**src/rtl/switch_port.sv**
```systemverilog
// switch_port: synchronise and debounce a bank of switches into a committed word with a sticky new-data flag
module switch_port #(
  parameter int WORD_W    = 8,
  parameter int DB_CYCLES = 16
) (
  input  logic              clock,
  input  logic              n_reset,
  input  logic [WORD_W-1:0] switches,
  input  logic              s_rd,
  output logic [WORD_W-1:0] Sdata,
  output logic              s_new
);
  localparam int CW = $clog2(DB_CYCLES);
  localparam logic [CW-1:0] CNT_LAST = CW'(DB_CYCLES - 1);
  typedef enum logic {STABLE, SETTLING} state_t;
  state_t            state_q, state_d;
  logic [WORD_W-1:0] sync1_q, sync2_q;
  logic [WORD_W-1:0] cand_q, cand_d;
  logic [WORD_W-1:0] sdata_q, sdata_d;
  logic [CW-1:0]     cnt_q, cnt_d;
  logic              new_q, new_d;
  // two-flop synchroniser for the raw, bouncing switch levels
  always_ff @(posedge clock or negedge n_reset) begin
    if (!n_reset) begin
      sync1_q <= '0;
      sync2_q <= '0;
    end else begin
      sync1_q <= switches;
      sync2_q <= sync1_q;
    end
  end
  // debounce decision: a whole word must hold for DB_CYCLES settling cycles before commit; commit beats read-clear
  always_comb begin
    state_d = state_q;
    cand_d  = cand_q;
    cnt_d   = cnt_q;
    sdata_d = sdata_q;
    new_d   = s_rd ? 1'b0 : new_q;
    if (state_q == STABLE) begin
      if (sync2_q != sdata_q) begin
        state_d = SETTLING;
        cand_d  = sync2_q;
        cnt_d   = '0;
      end
    end else if (sync2_q == sdata_q) begin
      state_d = STABLE;
    end else if (sync2_q != cand_q) begin
      cand_d = sync2_q;
      cnt_d  = '0;
    end else if (cnt_q != CNT_LAST) begin
      cnt_d = cnt_q + 1'b1;
    end else begin
      sdata_d = cand_q;
      new_d   = 1'b1;
      state_d = STABLE;
    end
  end
  // debounce state, candidate, counter and committed outputs
  always_ff @(posedge clock or negedge n_reset) begin
    if (!n_reset) begin
      state_q <= STABLE;
      cand_q  <= '0;
      cnt_q   <= '0;
      sdata_q <= '0;
      new_q   <= 1'b0;
    end else begin
      state_q <= state_d;
      cand_q  <= cand_d;
      cnt_q   <= cnt_d;
      sdata_q <= sdata_d;
      new_q   <= new_d;
    end
  end
  assign Sdata = sdata_q;
  assign s_new = new_q;
endmodule

```
**config.mk**
```make
export PLATFORM = sky130hd
export DESIGN_NAME = switch_port
export DESIGN_NICKNAME = d
export VERILOG_FILES = /design/src/rtl/switch_port.sv
export SDC_FILE = /design/constraint.sdc
export NUM_CORES = 1
export LEC_CHECK = 0
export CAP_MARGIN = 20
export CORE_UTILIZATION = 45
export DETAILED_ROUTE_END_ITERATION = 16
export PLACE_DENSITY = 0.66
export SLEW_MARGIN = 20
export SYNTH_ARGS = -nofsm -noshare
export SYNTH_HDL_FRONTEND = slang
export SYNTH_SLANG_ARGS = --single-unit
```
**constraint.sdc**
```tcl
create_clock -name clock -period 2.5 [get_ports clock]
set_input_delay 0.75 -clock clock [delete_from_list [all_inputs] [get_ports clock]]
set_output_delay 0.75 -clock clock [all_outputs]
set_load 0.05 [all_outputs]
```
== Word-level counts from Yosys, hierarchy flattened ==
Cells that the tools add are included.

* Input bits: 11
* Word-level logic and storage cells: 41
* Flip-flop bits (word level): 38

* Reductions and logical operators: 4
* Bitwise gates (word level): 3
* Equality and inequality tests: 7
* Muxes and demuxes: 19
* $add $sub $neg: 1

{| class="wikitable"
|+ Operators by type and width
! kind !! number
|-
| $mux W8 || 4
|-
| $mux W4 || 5
|-
| $ne A8 B8 Y1 || 2
|-
| $mux W1 || 10
|-
| $eq A8 B8 Y1 || 1
|-
| $reduce_and A3 Y1 || 2
|-
| $add A4 B1 Y4 const B || 1
|-
| $ne A4 B4 Y1 const B || 1
|-
| $reduce_and A4 Y1 || 1
|-
| $ne A3 B1 Y1 const B || 1
|-
| $not A1 Y1 || 3
|-
| $ne A2 B1 Y1 const B || 1
|-
| $ne A2 B2 Y1 const B || 1
|-
| $reduce_bool A2 Y1 || 1
|}

== Longest topological paths before layout ==
Gate-level depths: netlist of run 1.

* Word-level depth: 5
* Depth in mapped cells: 5
* Mapped depth without buffers: 5

== Worst setup path after synthesis of run 1 ==
OpenSTA, ideal clock, no wires.

* Path type: reg2reg
* Start: register sdata_q[5] (netlist: Sdata[5])
* End: register sdata_q[1] (netlist: Sdata[1])
* Arrival: 1.948 ns
* Clock period less this slack: 2.073 ns
* Required time: 2.375 ns
* Cell stages (with the launch flop): 6
* Buffers on the path: 0
* Library setup time: 0.125 ns
* Path slack: 0.427 ns
* Cells stage by stage: dfrtp_1 > xor2_1 > nor4_2 > nand2_1 > nand3_2 > mux2_2

* Word-level cells in the longest chain between the ends: 3

{| class="wikitable"
|+ RTL lines
! item !! RTL line !! text
|-
| start, declared || 19 || <nowiki>logic [WORD_W-1:0] sdata_q, sdata_d;</nowiki>
|-
| start signal, assigned || 70 || <nowiki>sdata_q <= sdata_d;</nowiki>
|-
| $eq A8 B8 Y1 || 45 || <nowiki>end else if (sync2_q == sdata_q) begin</nowiki>
|-
| $not A1 Y1 (no source line) || -- ||
|-
| $reduce_and A4 Y1 (no source line) || -- ||
|}

No other way between the ends.
A chain may end at the register's enable or synchronous reset.

== Worst setup path in the final report of run 1 ==
* Start: register sdata_q[2] (netlist: Sdata[2])
* End: output port Sdata[2]

{| class="wikitable"
|+ RTL lines
! item !! RTL line !! text
|-
| end, declared || 10 || <nowiki>output logic [WORD_W-1:0] Sdata,</nowiki>
|}

No word-level cell between the ends.

==> flow_metrics.env, run 1 <==
export IMPL_min_period_ns=2.31
export IMPL_r2r_cells=5
export IMPL_clock_path_buffers=2
export IMPL_p_per_area_nw_per_um2=585
export IMPL_dieArea_sq_um=3490
export IMPL_gp_congestion=0.695
export IMPL_final_cells=171
export IMPL_rows=20
export IMPL_mappedNetlistNets=111
export IMPL_post_cts_buffers=0
export IMPL_dp_slack_ns=0.538
export IMPL_synth_seq_cells=38
export IMPL_synth_top_family_by_area="multiplexers"
export IMPL_gr_total_overflow=0
export IMPL_gr_usage_met2_pct=26.1
export IMPL_status="completed"
export IMPL_diodes=0
export IMPL_cp_startpoint="Sdata[2]"
export IMPL_avgSynthCellArea_sq_um=14.8
export IMPL_p_leak_nw=0.773
export IMPL_synthMuxAreaShare_pct=13.0
export IMPL_rsz0062_at_grt="no"
export IMPL_worstSetupEndpointType="output port"
export IMPL_syn_inst=99
export IMPL_path_delay_family="buffers and inverters"
export IMPL_arrival_ns=1.56
export IMPL_drt_total_wl_um=2260
export IMPL_finalHoldViolCount=0
export IMPL_r2r_start="sync2_q[0]"
export IMPL_gr_usage_met1_pct=20.0
export IMPL_cpPeakStageDelay_ns=0.82
export IMPL_critPathRequiredTime_ns=1.75
export IMPL_synth_edff_count=0
export IMPL_critPathLaunchType="flip-flop"
export IMPL_hold_path_startpoint="sync1_q[3]"
export IMPL_relSlewSlack_pct=46.5
export IMPL_tns_ns=0
export IMPL_yosys_warnings=0
export IMPL_finalSetupViolCount=0
export IMPL_final_cell_area_sq_um=1780
export IMPL_fin_crit_sh_pct=92.5
export IMPL_num_vias=836
export IMPL_grt_pass1_vias=905
export IMPL_clock_sinks=38
export IMPL_start_util_pct=47.6
export IMPL_first_iter_violations=29
export IMPL_clk_pin_slew_worst_paths_ns=0.11
export IMPL_tritoncts="yes"
export IMPL_synthFlopType="dfrtp_1"
export IMPL_tightest_slew_ns=0.802
export IMPL_synthDistinctLibCells=21
export IMPL_die_x_um=59.0
export IMPL_r2r_setup_slack_ns=0.54
export IMPL_grt_pass1_wl_um=4060
export IMPL_crit_cells=1
export IMPL_synth_xor_area_share_pct=9.57
export IMPL_core_sq_um=3080
export IMPL_io_pins=20
export IMPL_crit_type="reg -> out"
export IMPL_peakVddDrop_mv=0.388
export IMPL_cp_cell_sequence="clkdlybuf4s50_1"
export IMPL_grt_max_degree=39
export IMPL_drc=0
export IMPL_fin_skew_ns=0.00649
export IMPL_endpoint="Sdata[2]"
export IMPL_dp_cells=163
export IMPL_gr_usage_met3_pct=4.59
export IMPL_antenna_found_initial=0
export IMPL_root_buffer="clkbuf_4"
export IMPL_cts_resized=0
export IMPL_io_buffer_count=19
export IMPL_grt_use_total_pct=16.9
export IMPL_cap_violations=0
export IMPL_synthArstFlopShare_pct=100
export IMPL_seq_area_frac_synth_pct=65.0
export IMPL_hp_class="reg -> reg"
export IMPL_busiest_layer="met2"
export IMPL_ant_nets=0
export IMPL_cts_hold_buf=0
export IMPL_fmax_mhz=432
export IMPL_synth_fa_ha_area_share_pct=0.855
export IMPL_cts_made_buffers=5
export IMPL_synth_compound_area_share_pct=4.02
export IMPL_wl_per_cell_um=13.2
export IMPL_place_area_sq_um=1710
export IMPL_area_growth_pct=21.3
export IMPL_synthSimpleGateAreaFrac_pct=6.84
export IMPL_clkLatencyLatePin_ns=0.34
export IMPL_crit_path_max_fanout=3
export IMPL_worst_path_buf_inv=1
export IMPL_cts_htree_levels=2
export IMPL_drt_vias_per_instance=4.89
export IMPL_drive_gt1_share_pct=19.7
export IMPL_die_y_um=59.0
export IMPL_hpwl_um=1630
export IMPL_syn_area_sq_um=1460
export IMPL_fin_ws_ns=0.188
export IMPL_drt_first_pass_iters=3
export IMPL_slowest_stage="clkdlybuf4s50_1"
export IMPL_layout_nets=138
export IMPL_r2r_end="Sdata[7]"
export IMPL_slew_violations=0
-- cell type report --
type                       count  area [sq um]
multi-input combinational     58           502
clock inverter                 2          12.5
timing repair buffer          20           193
tap                           44          55.1
clock buffer                   6          51.3
sequential                    38           951
fill                         271          1300
inverter                       3          11.3
-- cell families after synthesis --
logic type	count (synthesis)
AND/OR/NAND/NOR	13
buffers and inverters	3
AO/OA/AOI/OAI	11
XOR/XNOR	16
adder cells (fa/ha/maj)	1
multiplexers	17
flip-flops	38
-- routing by layer --
metal / wire (um) / share of wire (%)
met4: 80 / 3.5
met5: 0 / 0
met3: 61 / 2.7
met2: 1140 / 50
met1: 982 / 43
-- placed cells by master, fill, tap and decap left out --
master	n
a21boi_1	1
a21oi_1	6
and3_1	1
buf_2	1
buf_4	1
clkbuf_4	5
clkbuf_8	1
clkdlybuf4s50_1	18
clkinv_2	1
clkinvlp_4	1
dfrtp_1	38
ha_1	1
inv_1	3
mux2_1	5
mux2_2	11
mux2i_1	1
nand2_1	3
nand2b_1	1
nand3_1	2
nand3_2	1
nand4_1	1
nor2_1	1
nor4_2	2
nor4_4	1
o21ai_0	3
o22ai_1	1
xnor2_1	6
xor2_1	10
-- state kept, by name, summed over array words and instances (netlist names) --
register  cells
Sdata         8
cand_q        8
cnt_q         4
s_new         1
state_q       1
sync1_q       8
sync2_q       8
-- synth_stat cells (2+ instances only) --
| master | number | share of area [%] |
|---|---|---|
| mux2_2 | 11 | 8.5 |
| mux2_1 | 5 | 3.8 |
| inv_1 | 3 | 0.77 |
| nor4_2 | 2 | 1.7 |
| dfrtp_1 | 38 | 65 |
| xnor2_1 | 6 | 3.6 |
| xor2_1 | 10 | 6.0 |
| o21ai_0 | 3 | 1.0 |
| nand2_1 | 3 | 0.77 |
| nand3_1 | 2 | 0.68 |
| a21oi_1 | 6 | 2.1 |
-- worst register-to-register path, cell delays in order (launching register included) --
cell	delay [ns]
dfrtp_1	0.43
xnor2_1	0.17
nand3_1	0.13
nor4_4	0.43
nand3_2	0.29
mux2_1	0.39
-- power breakdown --
group          switching (mW)  internal (mW)  leakage, nW
registers              0.0154          0.635        0.470
logic                  0.0270         0.0308        0.269
clock network           0.196          0.135       0.0343
total                   0.238          0.801        0.773
-- how the worst min path moves through the flow --
stage / to / cells past startpoint / slack [ns]
global route: sync2_q[3] / 0 / 0.38
CTS: sync2_q[3] / 0 / 0.36
finish: sync2_q[3] / 0 / 0.36
detailed placement: sync2_q[3] / 0 / 0.34
floorplan: sync2_q[0] / 0 / 0.33
global placement: sync2_q[5] / 0 / 0.33
-- stage by stage --
stage	utilization [%]	hold WS [ns]	power [mW]
5_1_grt	57.7	0.378	1.10
3_3_place_gp	55.6	0.333	0.721
3_5_place_dp	55.6	0.336	0.722
6_report	57.7	0.360	1.04
4_1_cts	57.7	0.362	1.06
2_1_floorplan	-	0.331	0.688
Power figures use the tool's default switching activity.
==> inputs of run 2 (changes only) <==
--- a/config.mk
+++ b/config.mk
@@ -5,8 +5,8 @@
 export SDC_FILE = /design/constraint.sdc
 export NUM_CORES = 1
 export LEC_CHECK = 0
-export CAP_MARGIN = 20
 export CORE_UTILIZATION = 45
+export CTS_CLUSTER_SIZE = 28
 export DETAILED_ROUTE_END_ITERATION = 16
 export PLACE_DENSITY = 0.66
 export SLEW_MARGIN = 20
==> results of run 2 <==
The final DEF is identical to that of run 1; final timing and power are the same.
==> RTL edit 1 (flow settings as in run 2) <==
Set the parameter `WORD_W` to 6 (it was 8).
--- a/src/rtl/switch_port.sv
+++ b/src/rtl/switch_port.sv
@@ -1,5 +1,5 @@
 // switch_port: synchronise and debounce a bank of switches into a committed word with a sticky new-data flag
 module switch_port #(
-  parameter int WORD_W    = 8,
+  parameter int WORD_W    = 6,
   parameter int DB_CYCLES = 16
 ) (
Interface: changed (resized Sdata and switches); port bits go from 20 to 16. No check against the original RTL was run, so the function may have changed too.
==> RTL edit 1 against run 2 <==
Sequential power is 21% lower; wire length is 17% lower; area after synthesis is 18% lower; largest power group unchanged; clock skew is 0.0028 ns higher; setup slack better by 0.033 ns; critical endpoint is now Sdata[0]; global-route usage is 0.82 points lower; sequential cell count is 8 lower; power is 12% lower; cell area is 17% lower; combinational power is 10% lower; critical path depth stayed put.
==> RTL edit 1: results (changes against run 2) <==
GLOBAL ROUTING
----------------------------------------------------------------------------------------------------
Number of global-route vias before repair .............................................          664   -27%
Global-route wire length before repair ................................................      2960 um   -27%
Largest net degree at the start of global routing .....................................           31   -21%
GR met3 Demand/Resource ...............................................................       7.627%   +3.0 points

SYNTHESIS
----------------------------------------------------------------------------------------------------
Biggest area contributors in the synthesized netlist .................................. dfrtp_1, mux2_4, mux2_2, xnor2_1, xor2_1
Net count of the mapped netlist .......................................................           91   -18%
Sequential element share of the synthesized area ......................................       62.50%   -2.5 points
Synth Instances .......................................................................           81   -18%
Unique cell type count in the Yosys netlist ...........................................           24   +14%
Top cells by instance count after synthesis ........................................... dfrtp_1, xnor2_1, mux2_2, mux2_4, xor2_1

ROUTE
----------------------------------------------------------------------------------------------------
DR vias/cell ..........................................................................        5.170   +5.8%
DR iter-0 viols .......................................................................            6   -79%
WL per Instance .......................................................................     13.84 um   +4.6%

OUTCOME
----------------------------------------------------------------------------------------------------
Result of the run ..................................................................... finished, final reports clean

PLACED DESIGN
----------------------------------------------------------------------------------------------------
Final estimated routing congestion in global placement ................................       0.7021   +0.98%
Post-DP HPWL ..........................................................................      1312 um   -19%
Placed cell areas .....................................................................     1393 um2   -19%
Port-buffer cells .....................................................................           15   -4
Placed cell count .....................................................................          127   -22%

LAYOUT
----------------------------------------------------------------------------------------------------
Total of fill cells in the finished design ............................................          208   -23%
Share of final-layout standard cells stronger than drive strength 1 ...................       25.71%   +6.0 points

WORST HOLD PATH
----------------------------------------------------------------------------------------------------
Endpoint, Worst Hold ..................................................................   sync2_q[0]
Startpoint of the most critical hold path .............................................   sync1_q[0]

PWR
----------------------------------------------------------------------------------------------------
Leakage Power ......................................................................... 0.0006570 uW   -15%
Maximum vdd drop ......................................................................  0.0005878 V   +51%

CRITICAL PATH
----------------------------------------------------------------------------------------------------
Critical register-to-register path endpoint ...........................................     Sdata[3]

STA
----------------------------------------------------------------------------------------------------
Hold slack final ......................................................................    0.3519 ns   -0.007851 ns
Setup skew after layout ...............................................................  0.009300 ns   +0.002811 ns
Actual transition at the worst max-transition pin .....................................    0.5787 ns   -0.2235 ns

CLOCK TREE
----------------------------------------------------------------------------------------------------
Clock-pin slew reported for the worst setup and hold paths after clock tree synthesis .      0.08 ns   -0.03 ns

==> RTL edit 1: cell count changes after synthesis, moves of 3 or more <==
| cell | run 2 | this run |
|---|---|---|
| a21oi_1 | 6 | 3 |
| dfrtp_1 | 38 | 30 |
| mux2_1 | 5 | 0 |
| mux2_2 | 11 | 6 |
| mux2_4 | 0 | 6 |
| xor2_1 | 10 | 5 |
==> RTL edit 1: routing by layer <==
layer,up-vias,routed length (um)
li1,330,-
met1,347,855
met2,15,865
met3,6,101
met4,0,46
met5,-,0
==> RTL edit 1: how the worst max path moves through the flow <==
stage / from / end / slack [ns] / cells past startpoint
detailed placement: Sdata[0] / Sdata[0] / 0.57 / 1
finish: Sdata[0] / Sdata[0] / 0.22 / 1
floorplan: Sdata[2] / Sdata[0] / 0.67 / 5
CTS: Sdata[1] / Sdata[1] / 0.19 / 1
global placement: Sdata[2] / Sdata[2] / 0.58 / 1
global route: Sdata[1] / Sdata[1] / 0.14 / 1
==> RTL edit 1: cells by family (layout without fill, tap and decap cells) <==
logic type,count (synthesis),in the layout,synth area share [%]
xor gates and xnor gates,12,12,8.750
muxes,12,12,13.12
DFF,30,30,62.50
buffers and inverters,3,27,1.563
AOI/OAI and AO/OA,10,10,5.521
and+or+nand+nor,13,13,7.501
adders and majority gates,1,1,1.042
==> RTL edit 1: cell type report <==
| type | count | area, um2 | area share, % |
|---|---|---|---|
| Clock buffer | 8 | 78.83 | 5.357 |
| Inverter | 2 | 7.507 | 0.5102 |
| Multi-Input combinational cell | 48 | 431.7 | 29.34 |
| Sequential cell | 30 | 750.7 | 51.02 |
| Tap cell | 30 | 37.54 | 2.551 |
| Timing Repair Buffer | 17 | 165.2 | 11.22 |
==> RTL edit 1: power breakdown <==
group / switching (uW) / internal [uW]
combinational: 21.8 / 30.0
clock: 160 / 192
sequential: 12.3 / 501
==> RTL edit 2 (flow settings as in run 2) <==
Without the edit above. Take the reset off `sdata_q` and load it in a clocked block of its own.
--- a/src/rtl/switch_port.sv
+++ b/src/rtl/switch_port.sv
@@ -62,5 +62,4 @@
       cand_q  <= '0;
       cnt_q   <= '0;
-      sdata_q <= '0;
       new_q   <= 1'b0;
     end else begin
@@ -68,7 +67,10 @@
       cand_q  <= cand_d;
       cnt_q   <= cnt_d;
-      sdata_q <= sdata_d;
       new_q   <= new_d;
     end
+  end
+
+  always_ff @(posedge clock) begin
+    sdata_q <= sdata_d;
   end
   assign Sdata = sdata_q;
Formal check against the unedited RTL: same outputs for any inputs over 10 cycles, from zero or initial values and one cycle with n_reset low; that may be too few to reach the edited logic, so the function may still have changed.
==> RTL edit 2 against run 2 <==
Sequential power is 3% higher; wire length is 0.84% higher; power is 2.6% higher; combinational power is 5.0% higher; setup slack better by 0.0069 ns; global-route usage is 0.80 points lower; clock skew is 0.011 ns higher; cell area is 1.2% lower; sequential share of layout area is 2.9 points higher; highest routed layer unchanged; via count is 2.8% lower; critical endpoint is now Sdata[5]; sequential cell count stayed put; critical path type unchanged; fmax is 0.30% higher; area after synthesis is 1.5% lower.
==> RTL edit 2: results (changes against run 2) <==
GLOBAL ROUTING
----------------------------------------------------------------------------------
Largest net degree at the start of global routing ...................           31   -21%
Global-route wire length before repair ..............................      3815 um   -6.1%
M2 GR Usage .........................................................       22.00%   -4.1 points
Met1 Track Usage GR .................................................       21.91%   +1.9 points
Total GRT Usage .....................................................       16.11%   -0.80 points
GR met3 Demand/Resource .............................................       7.253%   +2.7 points
Number of global-route vias before repair ...........................          792   -12%
Antenna violations before repair ....................................            0   unchanged

CLOCK TREE
----------------------------------------------------------------------------------
CTS root buf ........................................................     clkbuf_4
Clock tree buffer depth .............................................            2   unchanged
CTS HTree Levels ....................................................            2   unchanged

CRITICAL PATH
----------------------------------------------------------------------------------
Crit path capture ...................................................     Sdata[5]
Worst path top cell family by delay ................................. buffers and inverters
Critical register-to-register path endpoint .........................     Sdata[4]
Worst-case reg-to-reg path depth ....................................            4   -1
Critical Path Source ................................................     Sdata[5]
Crit-path max FO ....................................................            2   -1
Reg2Reg Launch Point ................................................    cand_q[5]
Arrival time at the worst endpoint ..................................      1.56 ns   about the same
Worst R2R Setup Slack ...............................................      0.52 ns   -0.02 ns

SYNTHESIS
----------------------------------------------------------------------------------
Top cells by instance count after synthesis ......................... dfrtp_1, edfxtp_1, xnor2_1, xor2_1
Net count of the mapped netlist .....................................          108   -2.7%
Biggest area contributors in the synthesized netlist ................ dfrtp_1, edfxtp_1, mux2_4, xnor2_1, xor2_1
Sequential element share of the synthesized area ....................       68.69%   +3.7 points
Number of flops mapped to enable cells by yosys .....................            8   +8
Synth async-reset ratio .............................................       78.95%   -21 points

STA
----------------------------------------------------------------------------------
Actual transition at the worst max-transition pin ...................    0.5095 ns   -0.2927 ns
Setup skew after layout .............................................   0.01777 ns   +0.01128 ns
Ratio of final minimum period to clock period .......................       92.21%   -0.28 points

ROUTE
----------------------------------------------------------------------------------
WL per Instance .....................................................     13.66 um   +3.3%
DR vias/cell ........................................................        4.868   -0.42%
Pre-Repair DR Iteration Count .......................................            4   +1
DR iter-0 viols .....................................................           43   +48%

LAYOUT
----------------------------------------------------------------------------------
Final layout net count ..............................................          134   -2.9%
Share of final-layout standard cells stronger than drive strength 1 .       14.63%   -5.1 points

OUTCOME
----------------------------------------------------------------------------------
Result of the run ................................................... finished, final reports clean

PLACED DESIGN
----------------------------------------------------------------------------------
Post-DP HPWL ........................................................      1591 um   -2.4%
Final estimated routing congestion in global placement ..............       0.7367   +6.0%

PWR
----------------------------------------------------------------------------------
Maximum vdd drop ....................................................  0.0004649 V   +20%
Leakage Power ....................................................... 0.0007499 uW   -3.0%

-- RTL edit 2: cells by family (layout without fill, tap and decap cells) --
logic type               count (synthesis)  after routing  share of synthesized area (%)
XOR/XNOR                                16             16                          9.714
AO/OA/AOI/OAI                            7              7                          2.601
AND/OR/NAND/NOR                         24             24                          9.541
multiplexers                             8              8                          7.979
buffers and inverters                    2             29                         0.6065
adder cells (fa/ha/maj)                  1              1                         0.8672
flip-flops                              38             38                          68.69
-- RTL edit 2: area by class of cell --
type | count | area, um2
well taps | 44 | 55.05
multi-input cells | 56 | 442.9
clock buffers | 6 | 51.30
clock inverters | 2 | 12.51
flip-flops and latches | 38 | 991.0
repair buffers | 20 | 197.7
fillers | 264 | 1299
inverters | 1 | 3.754
-- RTL edit 2: layer usage --
| metal | vias to the layer above | share of wire (%) |
|---|---|---|
| li1 | 381 | - |
| met1 | 403 | 49 |
| met2 | 24 | 43 |
| met3 | 5 | 5.7 |
| met4 | 0 | 2.1 |
| met5 | - | 0 |
-- RTL edit 2: metrics by stage --
stage	setup slack, ns	total power (uW)	std cells	instance area [um2]
2_1_floorplan	0.5615	709.5	96	1443
3_5_place_dp	0.5238	744.1	159	1690
3_3_place_gp	0.5597	742.6	159	1690
5_1_grt	0.1282	1112	167	1754
4_1_cts	0.1690	1082	167	1754
6_report	0.1947	1066	167	1754
-- RTL edit 2: worst register-to-register path: stages (launching register included) --
cell and delay, ns:
dfrtp_1 0.43, xnor2_1 0.21, nand4_1 0.19, nor3_4 0.33, and3_1 0.48
-- RTL edit 2: worst min-delay path by stage --
stage                     from         end  slack (ns)
finish              sync1_q[4]  sync2_q[4]        0.36
global route        sync1_q[1]  sync2_q[1]        0.37
CTS                 sync1_q[4]  sync2_q[4]        0.36
detailed placement  sync1_q[4]  sync2_q[4]        0.34
global placement    sync1_q[4]  sync2_q[4]        0.33
floorplan           sync1_q[0]  sync2_q[0]        0.33
-- RTL edit 2: power by group --
part | internal (uW) | leakage (uW) | total [uW] | switching [uW]
clock | 135 | 0.0000343 | 336 | 201
combinational | 36.6 | 0.000285 | 60.7 | 24.2
sequential | 653 | 0.000430 | 669 | 16.5
